<file path="src/rtl/key_debounce_if.sv">
// Key bus: raw active-low buttons in, debounced level and one-clock event pulses out.
interface key_debounce_if #(
    parameter int N_KEYS = 2
);
    logic [N_KEYS-1:0] key_n;
    logic [N_KEYS-1:0] level;
    logic [N_KEYS-1:0] press;
    logic [N_KEYS-1:0] key_release;

    modport master (
        output key_n,
        input  level,
        input  press,
        input  key_release
    );

    modport slave (
        input  key_n,
        output level,
        output press,
        output key_release
    );
endinterface

</file>
<file path="src/rtl/key_debounce.sv">
// Per-key synchroniser, stability-counter debouncer and optional hold-to-repeat,
// producing a debounced level plus one-clock press/release pulses.
module key_debounce #(
    parameter int N_KEYS        = 2,
    parameter int STABLE_CYCLES = 50000,
    parameter int REPEAT_DELAY  = 0,
    parameter int REPEAT_PERIOD = 10000000
) (
    input  logic          clk,
    input  logic          key0_rst,
    key_debounce_if.slave kb
);

    localparam int CW      = (STABLE_CYCLES < 2) ? 1 : $clog2(STABLE_CYCLES + 1);
    localparam int RPT_MAX = (REPEAT_DELAY > REPEAT_PERIOD) ? REPEAT_DELAY : REPEAT_PERIOD;
    localparam int RW      = (RPT_MAX < 2) ? 1 : $clog2(RPT_MAX + 1);
    localparam bit RPT_EN  = (REPEAT_DELAY != 0);

    localparam logic [CW-1:0] STABLE_C     = CW'(STABLE_CYCLES);
    localparam logic [CW-1:0] CNT_ZERO     = CW'(0);
    localparam logic [CW-1:0] CNT_ONE      = CW'(1);
    localparam logic [RW-1:0] RPT_DELAY_C  = RW'(REPEAT_DELAY);
    localparam logic [RW-1:0] RPT_PERIOD_C = RW'(REPEAT_PERIOD);
    localparam logic [RW-1:0] RPT_ZERO     = RW'(0);
    localparam logic [RW-1:0] RPT_ONE      = RW'(1);

    typedef enum logic [1:0] {
        ST_RELEASED  = 2'd0,
        ST_PRESSING  = 2'd1,
        ST_PRESSED   = 2'd2,
        ST_RELEASING = 2'd3
    } state_e;

    logic [N_KEYS-1:0] level_s;
    logic [N_KEYS-1:0] press_s;
    logic [N_KEYS-1:0] release_s;

    assign kb.level       = level_s;
    assign kb.press       = press_s;
    assign kb.key_release = release_s;

    for (genvar i = 0; i < N_KEYS; i++) begin : g_ch
        logic          sync1_q;
        logic          sync2_q;
        logic          key_low_s;
        state_e        state_q;
        state_e        state_d;
        logic [CW-1:0] cnt_q;
        logic [CW-1:0] cnt_d;
        logic [CW-1:0] cnt_inc_s;
        logic [RW-1:0] rpt_q;
        logic [RW-1:0] rpt_d;
        logic [RW-1:0] rpt_inc_s;
        logic          rpt_first_q;
        logic          rpt_first_d;
        logic          rpt_hit_s;
        logic          rpt_run_s;
        logic          start_rpt_s;
        logic          level_q;
        logic          level_d;
        logic          press_q;
        logic          press_d;
        logic          release_q;
        logic          release_d;

        // Two-flop synchroniser; idle value is "released" so reset never looks like a press
        always_ff @(posedge clk or negedge key0_rst) begin
            if (!key0_rst) begin
                sync1_q <= 1'b1;
                sync2_q <= 1'b1;
            end else begin
                sync1_q <= kb.key_n[i];
                sync2_q <= sync1_q;
            end
        end

        assign key_low_s = ~sync2_q;
        assign cnt_inc_s = cnt_q + CNT_ONE;
        assign rpt_inc_s = rpt_q + RPT_ONE;
        assign rpt_run_s = (state_q == ST_PRESSED) || (state_q == ST_RELEASING);
        // The first repeat waits REPEAT_DELAY, later ones REPEAT_PERIOD
        assign rpt_hit_s = rpt_first_q ? (rpt_inc_s == RPT_DELAY_C) : (rpt_inc_s == RPT_PERIOD_C);

        // Debounce FSM, stability counter and repeat timer next-state logic
        always_comb begin
            state_d     = state_q;
            cnt_d       = cnt_q;
            rpt_d       = rpt_q;
            rpt_first_d = rpt_first_q;
            level_d     = level_q;
            press_d     = 1'b0;
            release_d   = 1'b0;
            start_rpt_s = 1'b0;

            // The counter includes the sample that left the stable state, so
            // the level flips on exactly the STABLE_CYCLES-th differing sample.
            case (state_q)
                ST_RELEASED: begin
                    cnt_d = CNT_ZERO;
                    if (key_low_s) begin
                        if (CNT_ONE == STABLE_C) begin
                            state_d     = ST_PRESSED;
                            level_d     = 1'b1;
                            press_d     = 1'b1;
                            start_rpt_s = 1'b1;
                        end else begin
                            state_d = ST_PRESSING;
                            cnt_d   = CNT_ONE;
                        end
                    end else begin
                        state_d = ST_RELEASED;
                    end
                end
                ST_PRESSING: begin
                    if (!key_low_s) begin
                        state_d = ST_RELEASED;
                        cnt_d   = CNT_ZERO;
                    end else if (cnt_inc_s == STABLE_C) begin
                        state_d     = ST_PRESSED;
                        cnt_d       = CNT_ZERO;
                        level_d     = 1'b1;
                        press_d     = 1'b1;
                        start_rpt_s = 1'b1;
                    end else begin
                        cnt_d = cnt_inc_s;
                    end
                end
                ST_PRESSED: begin
                    cnt_d = CNT_ZERO;
                    if (!key_low_s) begin
                        if (CNT_ONE == STABLE_C) begin
                            state_d   = ST_RELEASED;
                            level_d   = 1'b0;
                            release_d = 1'b1;
                        end else begin
                            state_d = ST_RELEASING;
                            cnt_d   = CNT_ONE;
                        end
                    end else begin
                        state_d = ST_PRESSED;
                    end
                end
                ST_RELEASING: begin
                    if (key_low_s) begin
                        state_d = ST_PRESSED;
                        cnt_d   = CNT_ZERO;
                    end else if (cnt_inc_s == STABLE_C) begin
                        state_d   = ST_RELEASED;
                        cnt_d     = CNT_ZERO;
                        level_d   = 1'b0;
                        release_d = 1'b1;
                    end else begin
                        cnt_d = cnt_inc_s;
                    end
                end
                default: begin
                    state_d = ST_RELEASED;
                    cnt_d   = CNT_ZERO;
                    level_d = 1'b0;
                end
            endcase

            // Release wins over a coincident repeat and clears the repeat timer
            if (start_rpt_s) begin
                rpt_d       = RPT_ZERO;
                rpt_first_d = 1'b1;
            end else if (release_d) begin
                rpt_d       = RPT_ZERO;
                rpt_first_d = 1'b0;
            end else if (RPT_EN && rpt_run_s) begin
                if (rpt_hit_s) begin
                    press_d     = 1'b1;
                    rpt_d       = RPT_ZERO;
                    rpt_first_d = 1'b0;
                end else begin
                    rpt_d = rpt_inc_s;
                end
            end else begin
                rpt_d = rpt_q;
            end
        end

        // Channel state and registered outputs
        always_ff @(posedge clk or negedge key0_rst) begin
            if (!key0_rst) begin
                state_q     <= ST_RELEASED;
                cnt_q       <= CNT_ZERO;
                rpt_q       <= RPT_ZERO;
                rpt_first_q <= 1'b0;
                level_q     <= 1'b0;
                press_q     <= 1'b0;
                release_q   <= 1'b0;
            end else begin
                state_q     <= state_d;
                cnt_q       <= cnt_d;
                rpt_q       <= rpt_d;
                rpt_first_q <= rpt_first_d;
                level_q     <= level_d;
                press_q     <= press_d;
                release_q   <= release_d;
            end
        end

        assign level_s[i]   = level_q;
        assign press_s[i]   = press_q;
        assign release_s[i] = release_q;
    end

endmodule

</file>
<file path="src/flat_wrapper.sv">
// flat-port wrapper written by rule: the top's interface ports become plain ports
module key_debounce_flat 
#(
    parameter int N_KEYS        = 2,
    parameter int STABLE_CYCLES = 50000,
    parameter int REPEAT_DELAY  = 0,
    parameter int REPEAT_PERIOD = 10000000
)
  (clk, key0_rst, kb_key_n, kb_level, kb_press, kb_key_release);
  key_debounce_if #(.N_KEYS(N_KEYS)) kb_i ();
  input  logic clk;
  input  logic key0_rst;
  input wire logic [$bits(kb_i.key_n)-1:0] kb_key_n;
  output wire logic [$bits(kb_i.level)-1:0] kb_level;
  output wire logic [$bits(kb_i.press)-1:0] kb_press;
  output wire logic [$bits(kb_i.key_release)-1:0] kb_key_release;
  assign kb_i.key_n = kb_key_n;
  assign kb_level = kb_i.level;
  assign kb_press = kb_i.press;
  assign kb_key_release = kb_i.key_release;
  key_debounce #(.N_KEYS(N_KEYS), .STABLE_CYCLES(STABLE_CYCLES), .REPEAT_DELAY(REPEAT_DELAY), .REPEAT_PERIOD(REPEAT_PERIOD)) u_core (.clk(clk), .key0_rst(key0_rst), .kb(kb_i));
endmodule
</file>
<file path="config.mk">
export PLATFORM = sky130hd
export DESIGN_NAME = key_debounce_flat
export DESIGN_NICKNAME = d
export VERILOG_FILES = /design/src/rtl/key_debounce_if.sv /design/src/rtl/key_debounce.sv /design/src/flat_wrapper.sv
export SDC_FILE = /design/constraint.sdc
export NUM_CORES = 1
export LEC_CHECK = 0
export ABC_CLOCK_PERIOD_IN_PS = 3300
export CORE_MARGIN = 2
export CORE_UTILIZATION = 23
export CTS_CLUSTER_DIAMETER = 80
export DETAILED_ROUTE_END_ITERATION = 8
export GPL_TIMING_DRIVEN = 1
export PLACE_DENSITY = 0.39
export SKIP_LAST_GASP = 1
export SLEW_MARGIN = 10
export SYNTH_ARGS = -nofsm -noshare
export SYNTH_HDL_FRONTEND = slang
export SYNTH_SLANG_ARGS = --single-unit
</file>
<file path="constraint.sdc">
create_clock -name clk -period 3.3 [get_ports clk]
set_clock_uncertainty 0.2 [all_clocks]
set_input_delay 0.825 -clock clk [delete_from_list [all_inputs] [get_ports clk]]
set_output_delay 0.825 -clock clk [all_outputs]
set_load 0.01 [all_outputs]
</file>
=== Yosys cells after proc, flatten, opt, wreduce, memory -nomap -nowiden ===
Cells that the tools add are included.

* $add $sub $neg: 2
* Equal/unequal tests: 20
* Muxes and demuxes: 46
* Reduce and logical (&&, ||, !) cells: 8

{| class="wikitable"
|+ Operators by type and width
! operator !! number
|-
| case mux 16 bit (4 select lines) || 2
|-
| two-way mux 16 bit || 6
|-
| adder 16 x 1 -> 16 bit (second input constant) || 2
|-
| == test 16 bit (second input constant) || 2
|-
| two-way mux 1 bit || 26
|-
| two-way mux 2 bit || 8
|-
| case mux 2 bit (4 select lines) || 2
|-
| AND reduction 5 bit || 2
|-
| == test 2 bit (second input constant) || 4
|-
| inequality test 2 x 1 -> 1 bit (second input constant) || 4
|-
| inequality test 2 bit (second input constant) || 4
|-
| inequality test 3 x 1 -> 1 bit (second input constant) || 2
|-
| inequality test 3 bit (second input constant) || 2
|-
| == test 2 x 1 -> 1 bit (second input constant) || 2
|-
| logical NOT 2 bit || 2
|-
| case mux 1 bit (2 select lines) || 2
|-
| AND reduction 2 bit || 2
|-
| nonzero test 2 bit || 2
|}

* Bits in registers: 46
* Input bits: 4
* Output and inout bits: 6
* Word-level logic and storage cells: 90

=== Longest topological paths before layout ===
Gate-level depths: netlist of run 1.

* Depth in word-level cells: 5
* Depth in mapped cells: 9
* Gate-level depth less buffers: 7

=== Worst setup path before layout of run 1 ===
OpenSTA, ideal clock, no wires.

* Kind: register to register
* From: reg u_core.g_ch[0].cnt_q[0]
* To: reg u_core.g_ch[0].cnt_q[7]
* Library setup time: 72 ps
* Arrival: 2206 ps
* Data required time: 3028 ps
* Slack: 823 ps
* Cell stages (with the launch flop): 10
* Buffers on the path: 2
* Period minus slack after synthesis: 2477 ps
* Cell sequence: dfrtp_1 > ha_1 > nand3_1 > or4_1 > buf_2 > mux2i_1 > o221a_2 > a21o_1 > buf_4 > nor2_1

* Longest elaborated chain between the ends: 5
* Elaborated cells on any way between the ends: 6
* Those cells by class: add/sub (1); eq/ne (1); mux (4)

{| class="wikitable"
|+ Ends and longest elaborated chain
! item !! RTL line !! RTL
|-
| from (decl) || key_debounce.sv:48 || <nowiki>logic [CW-1:0] cnt_q;</nowiki>
|-
| from (signal assigned) || key_debounce.sv:195 || <nowiki>cnt_q <= cnt_d;</nowiki>
|-
| adder 16 x 1 -> 16 bit (*) || key_debounce.sv:78 || <nowiki>assign cnt_inc_s = cnt_q + CNT_ONE;</nowiki>
|-
| == test 16 bit || key_debounce.sv:118, key_debounce.sv:147 ||
|-
| two-way mux 16 bit (*) || key_debounce.sv:118, key_debounce.sv:147 ||
|-
| two-way mux 16 bit, on equally long branches || key_debounce.sv:144, key_debounce.sv:115 ||
|-
| case mux 16 bit (4 select lines) (*) || key_debounce.sv:97 || <nowiki>case (state_q)</nowiki>
|-
| via u_core.g_ch[0].cnt_d[7] || key_debounce.sv:49 || <nowiki>logic [CW-1:0] cnt_d;</nowiki>
|}

Mark *: on every way through the listed nets, which the timed path passes. The rest lies on a longest branch.
A chain may end at the register's enable or synchronous reset.

=== Worst setup path in the final report of run 1 ===
* From: reg u_core.g_ch[0].cnt_q[0]
* To: reg u_core.g_ch[0].cnt_q[9]

The elaborated chain is that of the path after synthesis.

==> results of run 1 <==
==> kinds of logic after synthesis <==
group | count (synthesis) | share of synthesized area
flops | 46 | 0.4770
simple gates | 116 | 0.2592
mux | 4 | 0.01652
xor+xnor | 27 | 0.09757
fa+ha+maj | 2 | 0.01032
compound gates | 28 | 0.08725
buf+inv | 26 | 0.05214
==> worst max-delay path, stage by stage (launching register included) <==
cell and delay [ns]:
dfrtp_1 0.47, ha_1 0.27, nand3_1 0.15, or4_1 0.67, mux2i_1 0.20, o221a_2 0.27
a21o_1 0.40, nor2_1 0.10
==> metal layers <==
| metal | global-route usage | up-vias |
|---|---|---|
| met5 | 0 | - |
| met4 | 0.02783 | 0 |
| met3 | 0.02249 | 7 |
| met2 | 0.1620 | 11 |
| met1 | 0.1082 | 837 |
| li1 | - | 867 |
==> cells in the final DEF, fill, tap and decap left out, types with 8 or more instances in the layout <==
| master | n |
|---|---|
| a21oi_1 | 8 |
| and3_1 | 10 |
| clkdlybuf4s50_1 | 8 |
| dfrtp_1 | 42 |
| inv_1 | 12 |
| nand2_1 | 12 |
| nand3_1 | 15 |
| nand4_1 | 8 |
| nor2_1 | 39 |
| xnor2_1 | 11 |
| xor2_1 | 16 |
==> power by group <==
| group | switching (W) | internal (W) |
|---|---|---|
| clock network | 0.000204 | 0.000304 |
| logic | 0.0000238 | 0.0000125 |
| registers | 0.00000892 | 0.000572 |
| total | 0.000236 | 0.000888 |
==> final cells by class <==
| class | count | area share |
|---|---|---|
| inverter | 12 | 0.01633 |
| clock buffer | 5 | 0.02495 |
| tap | 136 | 0.06171 |
| sequential | 46 | 0.4192 |
| multi-input combinational | 177 | 0.4138 |
| timing repair buffer | 12 | 0.03902 |
| clock inverter | 3 | 0.02495 |
==> through the flow <==
| stage | hold slack [ns] | util | cell area, sq um | worst slack, ns | total power [W] |
|---|---|---|---|---|---|
| final | 0.1612 | 0.2683 | 2758 | 0.4389 | 0.001125 |
| after floorplan | 0.1452 | - | 2424 | 0.8228 | 0.0006069 |
| after detailed placement | 0.1481 | 0.2549 | 2620 | 0.4046 | 0.0006303 |
| after global placement | 0.1460 | 0.2549 | 2620 | 0.3721 | 0.0006303 |
| after global routing | 0.1659 | 0.2683 | 2758 | 0.1660 | 0.001175 |
| after CTS | 0.1631 | 0.2683 | 2758 | 0.3639 | 0.001152 |
==> state kept, by name (all words and copies together), names as in the netlist, named ones only <==
register	count
u_core.g_ch.cnt_q	32
u_core.g_ch.level_q	2
u_core.g_ch.press_q	2
u_core.g_ch.release_q	2
u_core.g_ch.state_q	2
u_core.g_ch.sync1_q	2
u_core.g_ch.sync2_q	2
==> worst max-delay path by stage <==
stage	from	end	slack [ns]	depth (start not counted)
after global placement	u_core.g_ch[0].cnt_q[0]	u_core.g_ch[0].cnt_q[10]	0.37	7
after global routing	u_core.g_ch[0].cnt_q[0]	u_core.g_ch[0].cnt_q[14]	0.17	7
final	u_core.g_ch[0].cnt_q[0]	u_core.g_ch[0].cnt_q[9]	0.44	7
after floorplan	u_core.g_ch[0].cnt_q[0]	u_core.g_ch[0].cnt_q[7]	0.82	9
after CTS	u_core.g_ch[0].cnt_q[0]	u_core.g_ch[0].cnt_q[14]	0.36	7
after detailed placement	u_core.g_ch[0].cnt_q[0]	u_core.g_ch[0].cnt_q[9]	0.40	7
==> results.ini, run 1 <==
[run_status]
status=completed

[critical_path]
endpoint_kind=flip-flop
r2r_slack_ns=0.44
reg2reg_to=u_core.g_ch[0].cnt_q[9]
cp_data_required_time_ns=3.28
worst_setup_path_start_kind=flip-flop
cp.arrival_ns=2.84
r2r-start=u_core.g_ch[0].cnt_q[0]
critPathMaxFanout=12
criticalPathCategory=reg2reg
reg2reg_depth=7

[hold_path]
hp-class=reg2reg
worstHoldStart=u_core.g_ch[1].sync1_q
worstHoldEndpoint=u_core.g_ch[1].sync2_q
whs_path_depth=0

[floorplan]
start_util=0.2358
die_y_um=106.7
die-area_sq_mm=0.01137
placementRows=37
die_x_um=106.7
boundaryPins=10
core_sq_mm=0.01028

[route]
vias=1722
met2_length_um=2325
drc_errors=0
postRouteAntennaNets=0
vias_per_cell=4.404
drtIter0Drc=48
wl_per_cell_um=12.11
dr.pass1.iters=4
wl_met1_um=2235
totalWireLength_um=4735
dr.max_layer_used=met4
wl_met3_um=110

[clocking]
root_buffer=clkbuf_8
cts_tree=yes
clock_sinks=46
hold_buffers=0
cts_resized=0
cts_setup_buffers=0
numCtsBuffers=5
path_clk_slew_ns=0.09
clock_path_buffers=2
cts_max_level=2
clk-insertion-delay-late_ns=0.30

[yosys]
synth_area_sq_mm=0.002424
synthFlopType=dfrtp_1
synth_area_leaders=dfrtp_1, nor2_1, xor2_1
synth_edf_count=0
syn_nets=255
seq_area_frac_synth=0.4770
synth_common_cells=dfrtp_1, nor2_1, xor2_1
netlist.top_cell.by_area=dfrtp_1
ys_ff_latch=46
synthArstFlopShare=1.000
yosysTopAreaCellShare=0.4337
avgSynthCellArea_sq_um=9.733
ys_warn_count=0
netlist_instances=249
yosysUniqueCellTypes=46
synth_most_common_cell=dfrtp_1

[timing]
finalSetupViolations=0
period_share=0.8670
tns_ns=0
finalHoldViolCount=0
tightest_slew_ns=0.5064
rsz0062_at_grt=false
slew-limit-headroom=0.6624
slew_violations=0
finalCriticalPeriod_ns=2.861
max_clock_freq_mhz=349.5

[global_route]
antenna_found_initial=0
grt_pass1_wl_um=8300
grt_use_total=0.09117
grt_pass1_vias=1771
overflow=0
grt_max_degree=23

[finish]
area_growth_pct=13.78
regArea_sq_mm=0.001156
fin_cells=391
n_fill_cell=1139
diodes=0
drive_gt1_frac=0.1020
fin_nets=260
multiInputGateArea_sq_mm=0.001141

[placement]
dp_cells=383
place.gp.congestion=0.7968
dp_hpwl_um=3445
io_buffers=9

[run]
maxCapViolCount=0

[pwr]
power_density_mw_per_mm2=407.8
p_leak_nw=1.145
vdd_drop_max_mv=0.1475

No activity file was read; power rests on OpenSTA's default activity.
==> run 2: changes to the inputs <==
--- a/config.mk
+++ b/config.mk
@@ -7,11 +7,11 @@
 export LEC_CHECK = 0
 export ABC_CLOCK_PERIOD_IN_PS = 3300
 export CORE_MARGIN = 2
-export CORE_UTILIZATION = 23
+export CORE_UTILIZATION = 60
 export CTS_CLUSTER_DIAMETER = 80
 export DETAILED_ROUTE_END_ITERATION = 8
 export GPL_TIMING_DRIVEN = 1
-export PLACE_DENSITY = 0.39
+export PLACE_DENSITY = 0.81
 export SKIP_LAST_GASP = 1
 export SLEW_MARGIN = 10
 export SYNTH_ARGS = -nofsm -noshare
==> results.ini, run 2 (same netlist as run 1, synthesis figures left out) <==
[run_status]
status=completed

[global_route]
grt_use_total=0.2123  ; +0.1211
overflow=0  ; unchanged
grt_pass1_vias=1645  ; -7.1%
grt_pass1_wl_um=7286  ; -12%
grt_most_used_layer=met2
grtUsageMet2=0.3529  ; +0.1910
grt_max_degree=47  ; +100%
antenna_found_initial=0  ; unchanged
grtUsageMet1=0.2699  ; +0.1617
met3_usage=0.04500  ; +0.02251

[timing]
rsz0062_at_grt=false
finalCriticalPeriod_ns=2.815  ; -0.04616 ns
period_share=0.8530  ; -0.01399
tns_ns=0  ; unchanged
holdWs_ns=0.1577  ; -0.003475 ns
finalSetupViolations=0  ; unchanged
slew-limit-headroom=0.3513  ; -0.3111
tightest_slew_ns=0.9730  ; +0.4666 ns
finalHoldViolCount=0  ; unchanged
slew_violations=0  ; unchanged
max_clock_freq_mhz=355.3  ; +1.6%

[route]
drtIter0Drc=79  ; +65%
vias_per_cell=5.745  ; +30%
vias=1735  ; +0.75%
drc_errors=0  ; unchanged
totalWireLength_um=4068  ; -14%
postRouteAntennaNets=0  ; unchanged
wl_per_cell_um=13.47  ; +11%
dr.pass1.iters=4  ; unchanged

[clocking]
clock_path_buffers=2  ; unchanged
cts_tree=yes
hold_buffers=0  ; unchanged
path_clk_slew_ns=0.08  ; about the same
numCtsBuffers=5  ; unchanged
root_buffer=clkbuf_8
clock_sinks=46  ; unchanged
clk-insertion-delay-late_ns=0.30  ; about the same
cts_max_level=2  ; unchanged
cts_setup_buffers=0  ; unchanged
cts_resized=0  ; unchanged

[floorplan]
die_x_um=67.56  ; -37%
placementRows=23  ; -38%
die_y_um=67.56  ; -37%
start_util=0.6147  ; +0.3789
core_sq_mm=0.003943  ; -62%
boundaryPins=10  ; unchanged
die-area_sq_mm=0.004564  ; -60%

[placement]
dp_hpwl_um=2828  ; -18%
io_buffers=9  ; unchanged
place.gp.congestion=0.8246  ; +3.5%

[critical_path]
endpoint_kind=flip-flop
criticalPathCategory=reg2reg
cp.arrival_ns=2.78  ; -0.06 ns
worst_setup_path_start_kind=flip-flop
critPathMaxFanout=12  ; unchanged
cp_data_required_time_ns=3.27  ; about the same

[finish]
diodes=0  ; unchanged
fin_util=0.6538  ; +0.3854
drive_gt1_frac=0.08730  ; -0.01466
fin_nets=258  ; -0.77%
final_cell_mix=dfrtp_1, nor2_1, xor2_1
largest_register=u_core.g_ch.cnt_q
layout_commonest_cell=dfrtp_1
area_growth_pct=6.350
largest_reg_flops=32  ; unchanged

[hold_path]
hp-class=reg2reg

[pwr]
p_leak_nw=1.104  ; -3.6%
vdd_drop_max_mv=0.2470  ; +67%
power_density_mw_per_mm2=363.4  ; -11%

[run]
maxCapViolCount=0  ; unchanged

## run 2: critical path, cell delays in order, from the launching register on
cell	delay, ns
dfrtp_1	0.45
ha_1	0.27
nand3_1	0.15
or4_1	0.67
nor3_2	0.19
o221a_2	0.27
a21o_1	0.37
nor2_1	0.10
## run 2: metal layers
metal / vias to the layer above / routed length, um
met3: 10 / 143
met2: 30 / 1944
met4: 0 / 76
li1: 866 / -
met5: - / 0
met1: 829 / 1903
## run 2: final timing paths
path | slack, ns | end | cells after the start | start
setup reg to reg | 0.49 | u_core.g_ch[0].cnt_q[7] | 7 | u_core.g_ch[0].cnt_q[0]
setup / recovery | 0.49 | u_core.g_ch[0].cnt_q[7] | 7 | u_core.g_ch[0].cnt_q[0]
hold reg to reg | 0.16 | u_core.g_ch[0].sync2_q | 0 | u_core.g_ch[0].sync1_q
min in group asynchronous | 0.48 | u_core.g_ch[1].cnt_q[11] | 1 | key0_rst
max in group asynchronous | 1.82 | u_core.g_ch[0].cnt_q[4] | 1 | key0_rst
hold / removal | 0.16 | u_core.g_ch[0].sync2_q | 0 | u_core.g_ch[0].sync1_q
## run 2: metrics by stage
step | worst slack (ns) | total power, W | area, sq um | std cells
after floorplan | 0.8228 | 0.0006069 | 2424 | 249
after global placement | 0.5250 | 0.0006253 | 2497 | 295
after detailed placement | 0.4656 | 0.0006264 | 2497 | 295
after CTS | 0.4435 | 0.0009543 | 2577 | 302
after global routing | 0.2171 | 0.0009803 | 2577 | 302
final | 0.4851 | 0.0009367 | 2577 | 302
## run 2: cell type report
| class | instances | area [sq um] |
|---|---|---|
| flip-flops and latches | 46 | 1156 |
| inverters | 12 | 45.04 |
| clock inverters | 1 | 7.507 |
| clock buffers | 6 | 72.57 |
| multi-input cells | 177 | 1141 |
| well taps | 50 | 62.56 |
| repair buffers | 10 | 92.59 |
| fillers | 313 | 1365 |
## run 2: power breakdown
| group | total (W) | internal, W | switching, W | leakage (nW) |
|---|---|---|---|---|
| logic | 0.0000332 | 0.0000109 | 0.0000223 | 0.447 |
| registers | 0.000581 | 0.000572 | 0.00000860 | 0.620 |
| clock network | 0.000323 | 0.000145 | 0.000178 | 0.0373 |
